$ cat config.mk
export PLATFORM = sky130hd
export DESIGN_NAME = cnn_mem_rd_arb_flat
export DESIGN_NICKNAME = d
export VERILOG_FILES = /design/src/rtl/cnn_mem_rd_arb_if.sv /design/src/rtl/cnn_mem_rd_arb.sv /design/src/flat_wrapper.sv
export SDC_FILE = /design/constraint.sdc
export NUM_CORES = 1
export LEC_CHECK = 0
export ABC_AREA = 1
export CAP_MARGIN = 0
export CELL_PAD_IN_SITES_DETAIL_PLACEMENT = 1
export CELL_PAD_IN_SITES_GLOBAL_PLACEMENT = 2
export CORE_AREA = 3 3 253 255
export DETAILED_ROUTE_END_ITERATION = 8
export DIE_AREA = 0 0 256 258
export PLACE_DENSITY_LB_ADDON = 0.1
export SETUP_SLACK_MARGIN = 0.5
export SLEW_MARGIN = 15
export SYNTH_ARGS = -nofsm -noshare
export SYNTH_HDL_FRONTEND = slang
export SYNTH_SLANG_ARGS = --single-unit
export TNS_END_PERCENT = 30
$ cat constraint.sdc
create_clock -name clk -period 2.99 [get_ports clk]
set_input_delay 0.897 -clock clk [delete_from_list [all_inputs] [get_ports clk]]
set_output_delay 0.897 -clock clk [all_outputs]
set_load 0.1 [all_outputs]
$ cat src/rtl/cnn_mem_rd_arb_if.sv
// ---------------------------------------------------------------------------
// cnn_mem_rd_arb_if
// Memory read channel between the CNN read arbiter and the memory.
//
//   mem_req         master->slave  read request, high for the whole transaction
//   mem_start_addr  master->slave  start byte address, held while mem_req is high
//   mem_size_bytes  master->slave  transaction byte count, held while mem_req is high
//   mem_valid       slave->master  data beat valid
//   mem_last        slave->master  current beat is the transaction's last
//   mem_data        slave->master  beat data
//   mem_last_valid  slave->master  index of the last valid byte in the beat
//
// Modports: master (arbiter side), slave (memory side).
// ---------------------------------------------------------------------------
interface cnn_mem_rd_arb_if #(
    parameter int ADDR_WIDTH = 19,
    parameter int DATA_BYTES = 32,
    parameter int SIZE_WIDTH = 8
);
    logic                          mem_req;
    logic [ADDR_WIDTH-1:0]         mem_start_addr;
    logic [SIZE_WIDTH-1:0]         mem_size_bytes;
    logic                          mem_valid;
    logic                          mem_last;
    logic [DATA_BYTES*8-1:0]       mem_data;
    logic [$clog2(DATA_BYTES)-1:0] mem_last_valid;

    modport master (
        output mem_req, mem_start_addr, mem_size_bytes,
        input  mem_valid, mem_last, mem_data, mem_last_valid
    );

    modport slave (
        input  mem_req, mem_start_addr, mem_size_bytes,
        output mem_valid, mem_last, mem_data, mem_last_valid
    );
endinterface

$ cat src/rtl/cnn_mem_rd_arb.sv
// ---------------------------------------------------------------------------
// cnn_mem_rd_arb
// Shares the CNN's single memory read port between three requesters
// (pic, wgt, bias). A winner's address/size are latched in IDLE; the winner
// owns the port until its last beat, and only the owner sees valid strobes.
//
// Ports:
//   clk, rst                      clock, asynchronous active-high reset
//   <r>_req / <r>_addr / <r>_size request, start byte address, byte count
//   <r>_valid                     data beat valid for requester <r>
//   rd_data / rd_last / rd_last_valid  broadcast beat data, last flag, last byte index
//   arb_busy                      a transaction is outstanding
//   arb_owner                     0 none, 1 pic, 2 wgt, 3 bias
//   mem                           memory read channel (master modport)
//
// Build option: define CNN_RD_ARB_RR_EN for round-robin arbitration
// (pic -> wgt -> bias -> pic, starting after the last owner). Without it the
// policy is fixed priority bias > wgt > pic.
// ---------------------------------------------------------------------------
module cnn_mem_rd_arb #(
    parameter int ADDR_WIDTH = 19,
    parameter int DATA_BYTES = 32,
    parameter int SIZE_WIDTH = 8
) (
    input  logic                          clk,
    input  logic                          rst,
    input  logic                          pic_req,
    input  logic                          wgt_req,
    input  logic                          bias_req,
    input  logic [ADDR_WIDTH-1:0]         pic_addr,
    input  logic [ADDR_WIDTH-1:0]         wgt_addr,
    input  logic [ADDR_WIDTH-1:0]         bias_addr,
    input  logic [SIZE_WIDTH-1:0]         pic_size,
    input  logic [SIZE_WIDTH-1:0]         wgt_size,
    input  logic [SIZE_WIDTH-1:0]         bias_size,
    output logic                          pic_valid,
    output logic                          wgt_valid,
    output logic                          bias_valid,
    output logic                          rd_last,
    output logic [DATA_BYTES*8-1:0]       rd_data,
    output logic [$clog2(DATA_BYTES)-1:0] rd_last_valid,
    output logic                          arb_busy,
    output logic [1:0]                    arb_owner,
    cnn_mem_rd_arb_if.master              mem
);

    typedef enum logic {IDLE, BUSY} state_e;
    typedef enum logic [1:0] {OWN_NONE = 2'd0, OWN_PIC = 2'd1, OWN_WGT = 2'd2, OWN_BIAS = 2'd3} owner_e;

    state_e                state;
    owner_e                owner;
    owner_e                winner;
    logic [ADDR_WIDTH-1:0] win_addr;
    logic [SIZE_WIDTH-1:0] win_size;
`ifdef CNN_RD_ARB_RR_EN
    owner_e                rr_last;   // owner of the most recently completed transaction
`endif

    // NOTE: every signal written here gets a default first, so no path leaves
    // it unassigned and no latch is inferred.
    always_comb begin
        winner   = OWN_NONE;
        win_addr = '0;
        win_size = '0;
`ifdef CNN_RD_ARB_RR_EN
        // Search starts at the requester after the previous owner.
        case (rr_last)
            OWN_PIC: begin
                if      (wgt_req)  winner = OWN_WGT;
                else if (bias_req) winner = OWN_BIAS;
                else if (pic_req)  winner = OWN_PIC;
            end
            OWN_WGT: begin
                if      (bias_req) winner = OWN_BIAS;
                else if (pic_req)  winner = OWN_PIC;
                else if (wgt_req)  winner = OWN_WGT;
            end
            default: begin
                if      (pic_req)  winner = OWN_PIC;
                else if (wgt_req)  winner = OWN_WGT;
                else if (bias_req) winner = OWN_BIAS;
            end
        endcase
`else
        if      (bias_req) winner = OWN_BIAS;
        else if (wgt_req)  winner = OWN_WGT;
        else if (pic_req)  winner = OWN_PIC;
`endif
        case (winner)
            OWN_PIC:  begin win_addr = pic_addr;  win_size = pic_size;  end
            OWN_WGT:  begin win_addr = wgt_addr;  win_size = wgt_size;  end
            OWN_BIAS: begin win_addr = bias_addr; win_size = bias_size; end
            default:  begin win_addr = '0;        win_size = '0;        end
        endcase
    end

    // NOTE: state registers use non-blocking assignments so every register
    // samples pre-edge values; reset is asynchronous and takes effect at once.
    always_ff @(posedge clk or posedge rst) begin
        if (rst) begin
            state              <= IDLE;
            owner              <= OWN_NONE;
            mem.mem_req        <= 1'b0;
            mem.mem_start_addr <= '0;
            mem.mem_size_bytes <= '0;
`ifdef CNN_RD_ARB_RR_EN
            rr_last            <= OWN_BIAS;   // pic searched first after reset
`endif
        end else begin
            case (state)
                IDLE: begin
                    if (winner != OWN_NONE) begin
                        state              <= BUSY;
                        owner              <= winner;
                        mem.mem_req        <= 1'b1;
                        mem.mem_start_addr <= win_addr;
                        mem.mem_size_bytes <= win_size;
                    end
                end
                BUSY: begin
                    // Requester inputs are ignored until the owner's last beat.
                    if (mem.mem_valid && mem.mem_last) begin
                        state       <= IDLE;
                        owner       <= OWN_NONE;
                        mem.mem_req <= 1'b0;
`ifdef CNN_RD_ARB_RR_EN
                        rr_last     <= owner;
`endif
                    end
                end
                default: state <= IDLE;
            endcase
        end
    end

    assign arb_busy  = (state == BUSY);
    assign arb_owner = owner;

    // Beats arriving while IDLE are dropped: owner is OWN_NONE there.
    assign pic_valid  = mem.mem_valid && (state == BUSY) && (owner == OWN_PIC);
    assign wgt_valid  = mem.mem_valid && (state == BUSY) && (owner == OWN_WGT);
    assign bias_valid = mem.mem_valid && (state == BUSY) && (owner == OWN_BIAS);

    assign rd_data       = mem.mem_data;
    assign rd_last       = mem.mem_last & mem.mem_valid;
    assign rd_last_valid = mem.mem_last_valid;

endmodule

$ cat src/flat_wrapper.sv
// flat-port wrapper written by rule: the top's interface ports become plain ports
module cnn_mem_rd_arb_flat 
#(
    parameter int ADDR_WIDTH = 19,
    parameter int DATA_BYTES = 32,
    parameter int SIZE_WIDTH = 8
)
  (clk, rst, pic_req, wgt_req, bias_req, pic_addr, wgt_addr, bias_addr, pic_size, wgt_size, bias_size, pic_valid, wgt_valid, bias_valid, rd_last, rd_data, rd_last_valid, arb_busy, arb_owner, mem_mem_req, mem_mem_start_addr, mem_mem_size_bytes, mem_mem_valid, mem_mem_last, mem_mem_data, mem_mem_last_valid);
  cnn_mem_rd_arb_if #(.ADDR_WIDTH(ADDR_WIDTH), .DATA_BYTES(DATA_BYTES), .SIZE_WIDTH(SIZE_WIDTH)) mem_i ();
  input  logic clk;
  input  logic rst;
  input  logic pic_req;
  input  logic wgt_req;
  input  logic bias_req;
  input  logic [ADDR_WIDTH-1:0] pic_addr;
  input  logic [ADDR_WIDTH-1:0] wgt_addr;
  input  logic [ADDR_WIDTH-1:0] bias_addr;
  input  logic [SIZE_WIDTH-1:0] pic_size;
  input  logic [SIZE_WIDTH-1:0] wgt_size;
  input  logic [SIZE_WIDTH-1:0] bias_size;
  output logic pic_valid;
  output logic wgt_valid;
  output logic bias_valid;
  output logic rd_last;
  output logic [DATA_BYTES*8-1:0] rd_data;
  output logic [$clog2(DATA_BYTES)-1:0] rd_last_valid;
  output logic arb_busy;
  output logic [1:0] arb_owner;
  output wire logic [$bits(mem_i.mem_req)-1:0] mem_mem_req;
  output wire logic [$bits(mem_i.mem_start_addr)-1:0] mem_mem_start_addr;
  output wire logic [$bits(mem_i.mem_size_bytes)-1:0] mem_mem_size_bytes;
  input wire logic [$bits(mem_i.mem_valid)-1:0] mem_mem_valid;
  input wire logic [$bits(mem_i.mem_last)-1:0] mem_mem_last;
  input wire logic [$bits(mem_i.mem_data)-1:0] mem_mem_data;
  input wire logic [$bits(mem_i.mem_last_valid)-1:0] mem_mem_last_valid;
  assign mem_mem_req = mem_i.mem_req;
  assign mem_mem_start_addr = mem_i.mem_start_addr;
  assign mem_mem_size_bytes = mem_i.mem_size_bytes;
  assign mem_i.mem_valid = mem_mem_valid;
  assign mem_i.mem_last = mem_mem_last;
  assign mem_i.mem_data = mem_mem_data;
  assign mem_i.mem_last_valid = mem_mem_last_valid;
  cnn_mem_rd_arb #(.ADDR_WIDTH(ADDR_WIDTH), .DATA_BYTES(DATA_BYTES), .SIZE_WIDTH(SIZE_WIDTH)) u_core (.clk(clk), .rst(rst), .pic_req(pic_req), .wgt_req(wgt_req), .bias_req(bias_req), .pic_addr(pic_addr), .wgt_addr(wgt_addr), .bias_addr(bias_addr), .pic_size(pic_size), .wgt_size(wgt_size), .bias_size(bias_size), .pic_valid(pic_valid), .wgt_valid(wgt_valid), .bias_valid(bias_valid), .rd_last(rd_last), .rd_data(rd_data), .rd_last_valid(rd_last_valid), .arb_busy(arb_busy), .arb_owner(arb_owner), .mem(mem_i));
endmodule
==> impl_metrics.ini <==
[status]
status = finished, final reports clean

[detailed_routing]
final_antenna_net_count = 0
routedWlPerCell_um = 14.8
viasPerCell = 2.20
drc = 0
drt_iter0_drc = 61
drt_first_pass_iters = 4
wirelength_um = 18200
via_count = 2700

[global_route]
grt_max_degree = 32
grt_pass1_vias = 3172
grt_pass1_wl_um = 25000
overflow = 0
antenna_found_initial = 3
grt_use_total_pct = 5.46

[worst_setup_path]
cp_slowest_stage_delay_ns = 0.21
timing.critical_path.from = mem_mem_valid
required_ns = 2.09
cp_max_fo = 3
endpoint = bias_valid
end_kind = primary output
ff2ff_setup_slack_ns = 1.59
cp_cell_sequence = clkbuf_2, nand2_8, nor3_4, buf_12
crit_slowest_cell = nor3_4
start_kind = primary input
reg2reg_to = u_core.mem.mem_size_bytes[5]
crit_type = primary input to primary output
critPathArrivalTime_ns = 1.53
r2r-start = u_core.arb_busy
r2r_cells = 6

[sta]
tightest_slew_ns = 0.681
fin_crit_ns = 2.42
hold_viol = 0
rsz0062_at_grt = false
clock.fmax_mhz = 412
setup_violations = 0
finalClockSkew_ns = 0.00305
relSlewSlack_pct = 54.6
fin_tns_setup_ns = 0
finalMaxSlewViolations = 0
finalCritPeriodShare_pct = 81.1

[cells_and_area]
n_fill_cell = 7390
final_cell_mix = 120 x nand2_1, 82 x clkdlybuf4s50_1, 81 x nand3_1, 41 x buf_4, 28 x dfrtp_1
areaGrowthSynthToFinish_pct = 11.1
final_cells = 1229
drive_gt1_share_pct = 17.9
final_area_mm2 = 0.00426
postLayoutCoreUtil_pct = 6.89
register_area_um2 = 779
fin_nets = 739
final_common_cell = nand2_1
multi_input_area_um2 = 992

[synthesis]
syn-num-nets = 878
yosys.cell_types.count = 13
ys_ff_latch = 31
syn-instance-count = 529
synth_area_mm2 = 0.00383
yosys_warnings = 0
synth.avg_cell_area_um2 = 7.25
yosysSeqAreaShare_pct = 20.2

[placement]
io_buffers = 122
dpl.hpwl_um = 13800
gp_congestion = 0.610
dpl.cell_count = 1219
dpl_cell_area_mm2 = 0.00412

[cts]
cts_tree = built
cts.sinks = 31
clk_pin_slew_ns = 0.06
cts-root-buf = clkbuf_16
numCtsBuffers = 5
cts.htree.levels = 2
insertion_delay_ns = 0.30
clock_path_buffers = 2

[power]
p_leak_uw = 0.00160
total_power_uw = 4120
power.density_mw_per_mm2 = 967
ir_worst_vdd_mv = 0.285

[die]
rows = 91
die_h_um = 258
dieArea_mm2 = 0.0660
chipWidth_um = 256
core_area_mm2 = 0.0618
start_util_pct = 6.20
io_pins = 645

[worst_hold_path]
worstHoldPathType = register to register
whs_path_depth = 2

[job]
cap_violations = 0
## registers in the layout (all words and copies together) (netlist names)
name,cells
u_core.mem.mem_start_addr,19
u_core.mem.mem_size_bytes,8
u_core.arb_owner,2
u_core.arb_busy,1
u_core.mem.mem_req,1
## per-stage QoR
step | hold WS, ns | setup slack (ns)
6_report | 0.479 | 0.565
5_1_grt | 0.518 | 0.532
4_1_cts | 0.492 | 0.397
3_5_place_dp | 0.475 | 0.0995
3_3_place_gp | 0.469 | 0.0994
2_1_floorplan | 0.847 | 0.326
## metal layers
metal	vias to the layer above	track usage [%]	part of all wire, %
met3	72	3.96	14
met4	4	2.66	3.5
li1	1120	-	-
met5	-	0.292	0.22
met2	287	8.74	47
met1	1217	5.25	35
## how the worst min path moves through the flow
stage          slack, ns                            end                          start
5_1_grt             0.52   u_core.mem.mem_start_addr[9]   u_core.mem.mem_start_addr[9]
6_report            0.48  u_core.mem.mem_start_addr[14]  u_core.mem.mem_start_addr[14]
3_3_place_gp        0.47   u_core.mem.mem_start_addr[8]   u_core.mem.mem_start_addr[8]
4_1_cts             0.49  u_core.mem.mem_start_addr[14]  u_core.mem.mem_start_addr[14]
3_5_place_dp        0.47  u_core.mem.mem_start_addr[15]  u_core.mem.mem_start_addr[15]
2_1_floorplan       0.85            u_core.arb_owner[0]            u_core.arb_owner[0]
## cell type report
| type | count | area share [%] |
|---|---|---|
| inverter | 7 | 0.617 |
| multi-input combinational | 211 | 23.3 |
| clock buffer | 7 | 3.11 |
| timing repair buffer | 134 | 30.0 |
| sequential | 31 | 18.3 |
| tap | 837 | 24.6 |
| antenna | 2 | 0.117 |
## cell usage after synthesis
library cell,instances,area [um2]
buf_2,9,45.0
nand3_1,81,405
inv_1,7,26.3
nand3_2,2,20.0
dfrtp_1,31,776
nand2_2,1,6.26
buf_6,5,56.3
nor2_8,1,20.0
o21ai_0,1,5.00
o21ai_2,1,8.76
nand2_1,121,454
buf_4,266,2000
nor3_1,3,15.0
## kinds of logic (layout without fill, tap and decap cells)
| group | count (synthesis) | count (layout) | share of synthesized area [%] |
|---|---|---|---|
| flops | 31 | 31 | 20.2 |
| compound gates | 2 | 2 | 0.359 |
| buf+inv | 287 | 148 | 55.4 |
| simple gates | 209 | 209 | 24.0 |
| other cells | 0 | 2 | 0 |
## repair_timing
item                       in CTS  in global routing
cloned                          0                  0
setup buffers                   1                  0
hold buffers                    0                  0
setup endpoints to repair       4                  3
resized for setup               4                  1
## critical path: cells and delay by family
family	cells	cell delay [ns]
and+or+nand+nor	2	0.29
buffers and inverters	2	0.35
## report_power, final
part           total (uW)  internal (uW)  leakage, uW  switching [uW]
registers             797            631     0.000375             167
clock network         540            306    0.0000640             234
logic                2780            601      0.00116            2180
total                4120           1540      0.00160            2580
(Power assumes the default switching activity.)
==> RTL edit 1: new RTL, config.mk and constraints unchanged <==
Add a define of `CNN_RD_ARB_RR_EN`.
--- a/src/rtl/cnn_mem_rd_arb.sv
+++ b/src/rtl/cnn_mem_rd_arb.sv
@@ -19,2 +19,4 @@
 // ---------------------------------------------------------------------------
+`define CNN_RD_ARB_RR_EN
+
 module cnn_mem_rd_arb #(
Formal check against the unedited RTL: not equivalent (Yosys sat finds a counterexample within 4 cycles, from zero or initial values and one cycle with rst high).
==> RTL edit 1 against the original RTL <==
Area after synthesis up 6.5%; clock power up 17%; sequential cell count up 2; worst hold slack better by 0.018 ns; routed wire length up 9.3%; via count up 8.1%; total power up 61%; design area up 10%; setup slack worse by 0.027 ns; critical endpoint is now wgt_valid.
==> RTL edit 1: results (changes against the original RTL) <==
outcome:
  outcome: "finished clean"
clock_tree:
  ctsResizeCount: 7  # +3
  numCtsBuffers: 5  # unchanged
  cts_setup_buffers: 1  # unchanged
  cts_buffer_depth: 2  # unchanged
  clockRootBuffer: "clkbuf_16"
  clk_pin_slew_worst_paths_ns: 0.07
pwr:
  switching_share_pct: 62.3  # -0.37 points
  p_leak_nw: 1.77  # +10%
  ir_worst_vdd_mv: 0.313  # +9.9%
drt:
  totalWireLength_mm: 19.9  # +9.3%
  drt-initial-drc-count: 76  # +25%
  via_count: 2920  # +8.1%
  highest_layer: "met5"
  route.met3.wl_mm: 2.33  # -11%
  m1WireLength_mm: 7.26  # +14%
  route.met2.wl_mm: 9.29  # +9.0%
placement:
  numPortBuffers: 122  # unchanged
  gp_congestion: 0.634  # +4.0%
  dpl.hpwl_mm: 16.0  # +15%
  place_ws_ns: 0.0438  # -0.0557 ns
grt:
  grt_pass1_vias: 3394  # +7.0%
  met3_usage_pct: 3.55  # -0.41 points
  grtUsageTotal_pct: 5.84  # +0.39 points
  grt_pass1_wl_mm: 26.7  # +6.7%
  antenna_found_initial: 4  # +1
  grt_use_met1_pct: 5.86  # +0.61 points
  met2_usage_pct: 9.28  # +0.54 points
cells_and_area:
  fin_nets: 803  # +8.7%
  reg_top3: "u_core.mem.mem_start_addr x19, u_core.mem.mem_size_bytes x8"
  final_cells: 1291  # +5.0%
  drive_gt1_share_pct: 18.5  # +0.59 points
worst_setup_path:
  critPathMaxStageDelay_ns: 0.20
  arrival_ns: 1.56  # +0.03 ns
  crit_family: "buffers and inverters"
  crit_fanout: 2  # -1
  slowest_stage: "buf_12"
yosys:
  synth_cell_types: 21  # +8
  syn_nets: 933  # +6.3%
  netlist_top_cells_area: "buf_4 49%, dfrtp_1 19%, nand2_1 9.0%"
  ys_seq_area_share_pct: 20.3  # +0.060 points
  ys_warn_count: 0  # unchanged
  netlist_top_cells_count: "266 x buf_4, 98 x nand2_1, 86 x nor2_1"
  syn_inst: 582  # +10%
sta:
  final_hold_viol_count: 0  # unchanged
  tightest_slew_ns: 0.541  # -0.141 ns
  fin_worst_skew_ns: 0.00243  # -0.000620 ns
hold_path:
  min_path_type: "reg2reg"
[RTL edit 1: changes by cell type in the layout (fill, tap and decap cells not counted), moves of 3 or more]
cell and change:
buf_12 +5, clkdlybuf4s50_1 +3, inv_1 +8, nand2_1 -23, nand3_1 -25, nor2_1 +84, nor2_4 +3
[RTL edit 1: cell type report]
| cell class | count | area, sq um | area share, % |
|---|---|---|---|
| Multi-Input combinational cell | 256 | 1170 | 24.9 |
| Clock inverter | 1 | 5.00 | 0.107 |
| Inverter | 16 | 60.1 | 1.28 |
| Sequential cell | 33 | 832 | 17.7 |
| Antenna cell | 1 | 2.50 | 0.0533 |
| Timing Repair Buffer | 140 | 1420 | 30.3 |
| Tap cell | 837 | 1050 | 22.3 |
| Clock buffer | 7 | 153 | 3.25 |
[RTL edit 1: power by group through the flow]
| stage | logic [mW] | registers (mW) | clock network [mW] |
|---|---|---|---|
| 6_report | 5.10 | 0.898 | 0.632 |
| 5_1_grt | 5.66 | 0.938 | 0.708 |
| 4_1_cts | 5.19 | 0.914 | 0.716 |
| 3_5_place_dp | 5.19 | 0.914 | 0 |
| 3_3_place_gp | 5.20 | 0.916 | 0 |
| 2_1_floorplan | 3.55 | 2.40 | 0 |
[RTL edit 1: path summary, 6_finish.rpt]
| check | cells past startpoint | from | to | slack [ns] |
|---|---|---|---|---|
| hold / removal | 2 | u_core.mem.mem_req$_DFFE_PP0P_ | u_core.mem.mem_req$_DFFE_PP0P_ | 0.50 |
| hold reg to reg | 2 | u_core.mem.mem_req$_DFFE_PP0P_ | u_core.mem.mem_req$_DFFE_PP0P_ | 0.50 |
| setup reg to reg | 9 | u_core.rr_last[0]$_DFFE_PP1P_ | u_core.mem.mem_start_addr[18]$_DFFE_PP0P_ | 0.83 |
| max in group asynchronous | 3 | rst | u_core.rr_last[0]$_DFFE_PP1P_ | 1.42 |
| min in group asynchronous | 2 | rst | u_core.mem.mem_start_addr[7]$_DFFE_PP0P_ | 0.94 |
| setup / recovery | 5 | mem_mem_valid | wgt_valid | 0.54 |
[RTL edit 1: stage by stage]
step | cell area, sq um | util, %
6_report | 4690 | 7.59
5_1_grt | 4690 | 7.58
4_1_cts | 4640 | 7.51
3_5_place_dp | 4470 | 7.23
3_3_place_gp | 4470 | 7.23
2_1_floorplan | 4130 | -
[RTL edit 1: worst register-to-register path, stage by stage, from the launching register on]
cell	delay [ns]
dfstp_2	0.54
inv_1	0.06
ha_1	0.36
nand3_1	0.20
nand4_1	0.26
nand2_4	0.19
buf_12	0.18
nand2_1	0.10
nor2_1	0.13
nor2_1	0.05
[RTL edit 1: cells by family (layout without fill, tap and decap cells)]
logic type	Yosys count	in the layout	share of synthesized area [%]
compound gates	3	3	0.399
fa+ha+maj	2	2	0.613
buf+inv	293	164	52.2
flops	33	33	20.3
other cells	0	1	0
simple gates	251	251	26.5
==> RTL edit 2: new RTL, same settings <==
Without the edit above. Make the reset (`rst`) synchronous in one clocked block. Comments in the files are not updated.
--- a/src/rtl/cnn_mem_rd_arb.sv
+++ b/src/rtl/cnn_mem_rd_arb.sv
@@ -98,3 +98,3 @@
     // samples pre-edge values; reset is asynchronous and takes effect at once.
-    always_ff @(posedge clk or posedge rst) begin
+    always_ff @(posedge clk) begin
         if (rst) begin
Formal check against the unedited RTL: differs if rst is asserted again (counterexample within 4 cycles, from zero or initial values and one cycle with rst high); with rst held inactive, the same outputs for 4 cycles.
==> RTL edit 2 against the original RTL <==
Synthesized cell count increased by 10%; sequential cell count unchanged; via count increased by 3.9%; routed wire length increased by 1.1%; count of clock-buffer cells in the layout decreased by 1; area after synthesis decreased by 0.59%; design area increased by 1.5%; fmax increased by 0.19%; register-to-register slack improved by 0.18 ns; setup slack improved by 0.0046 ns.
Power is not compared: it rests on default switching activity, and its combinational part moved more than twofold at a synthesized area within 25%.
==> RTL edit 2: results (changes against the original RTL) <==
outcome:
  outcome: "finished clean"
placement:
  place_ws_ns: 0.0743  # -0.0252 ns
  dpl.hpwl_mm: 14.4  # +4.4%
  dpl_cell_area_sq_um: 4140  # +0.52%
  placed_cells: 1271  # +4.3%
  gp_congestion: 0.612  # +0.36%
yosys:
  ys_seq_area_share_pct: 16.3  # -4.0 points
  netlist_top_cells_area: "buf_4 52%, dfxtp_1 16%, nand2_1 11%"
  synth_cell_types: 18  # +5
  netlist_top_cells_count: "266 x buf_4, 113 x nand2_1, 56 x nand3_1"
  syn_nets: 931  # +6.0%
drt:
  totalWireLength_mm: 18.4  # +1.1%
  m1WireLength_mm: 6.82  # +7.1%
  drt-initial-drc-count: 71  # +16%
  route.met3.wl_mm: 2.78  # +5.6%
  via_count: 2804  # +3.9%
worst_setup_path:
  r2r-end: "u_core.arb_owner[1]$_SDFFE_PP0P_"
  r2r_cells: 5  # -1
  reg2reg_from: "u_core.arb_busy$_SDFF_PP0_"
  reg2reg_slack_ns: 1.77  # +0.18 ns
sta:
  fin_worst_skew_ns: 0.0101  # +0.00706 ns
  tightest_slew_ns: 0.498  # -0.183 ns
grt:
  grt_pass1_wl_mm: 25.2  # +0.86%
  grt_pass1_vias: 3236  # +2.0%
  grt_use_met1_pct: 5.44  # +0.19 points
  met2_usage_pct: 8.32  # -0.42 points
  grt_max_degree: 28  # -13%
  met3_usage_pct: 4.48  # +0.52 points
  antenna_found_initial: 2  # -1
cells_and_area:
  drive_gt1_share_pct: 15.8  # -2.1 points
  fin_nets: 791  # +7.0%
hold_path:
  min_to: "u_core.mem.mem_req$_SDFFE_PP0P_"
[RTL edit 2: changes by cell type in the layout (fill, tap and decap cells not counted), sizes merged, moves of 2 or more]
cell | before | now
a21oi | 0 | 3
clkbuf | 8 | 6
dfrtp | 31 | 0
dfxtp | 0 | 31
inv | 6 | 35
nand2 | 122 | 114
nand3 | 83 | 56
nor2 | 1 | 57
[RTL edit 2: final cells by class]
| class | instances | area [sq um] |
|---|---|---|
| fillers | 7422 | 57500 |
| flip-flops and latches | 31 | 624 |
| diodes | 2 | 5.00 |
| clock buffers | 6 | 139 |
| inverters | 35 | 131 |
| repair buffers | 133 | 1300 |
| clock inverters | 2 | 35.0 |
| multi-input cells | 236 | 1040 |
| well taps | 837 | 1050 |
[RTL edit 2: kinds of logic (layout without fill, tap and decap cells)]
kind of cell,count (synthesis),count (layout),share of synthesized area [%]
AO/OA/AOI/OAI,6,6,0.820
other,0,2,0
flip-flops,31,31,16.3
buffers and inverters,315,176,58.0
AND/OR/NAND/NOR,230,230,24.9
[RTL edit 2: timing repair]
action / 4_1_cts / 5_1_grt
hold buffers: 0 / 0
setup endpoints to repair: 4 / 3
buffers inserted: 1 / 0
pin swaps: 0 / 1
resized for setup: 5 / 1
[RTL edit 2: worst max path at each step]
| stage | startpoint | end | slack, ns | cells after the start |
|---|---|---|---|---|
| 6_report | mem_mem_valid | pic_valid | 0.57 | 4 |
| 5_1_grt | mem_mem_valid | pic_valid | 0.55 | 4 |
| 4_1_cts | mem_mem_valid | bias_valid | 0.43 | 4 |
| 3_5_place_dp | mem_mem_valid | bias_valid | 0.07 | 4 |
| 3_3_place_gp | mem_mem_valid | pic_valid | 0.11 | 4 |
| 2_1_floorplan | mem_mem_valid | bias_valid | 0.32 | 2 |
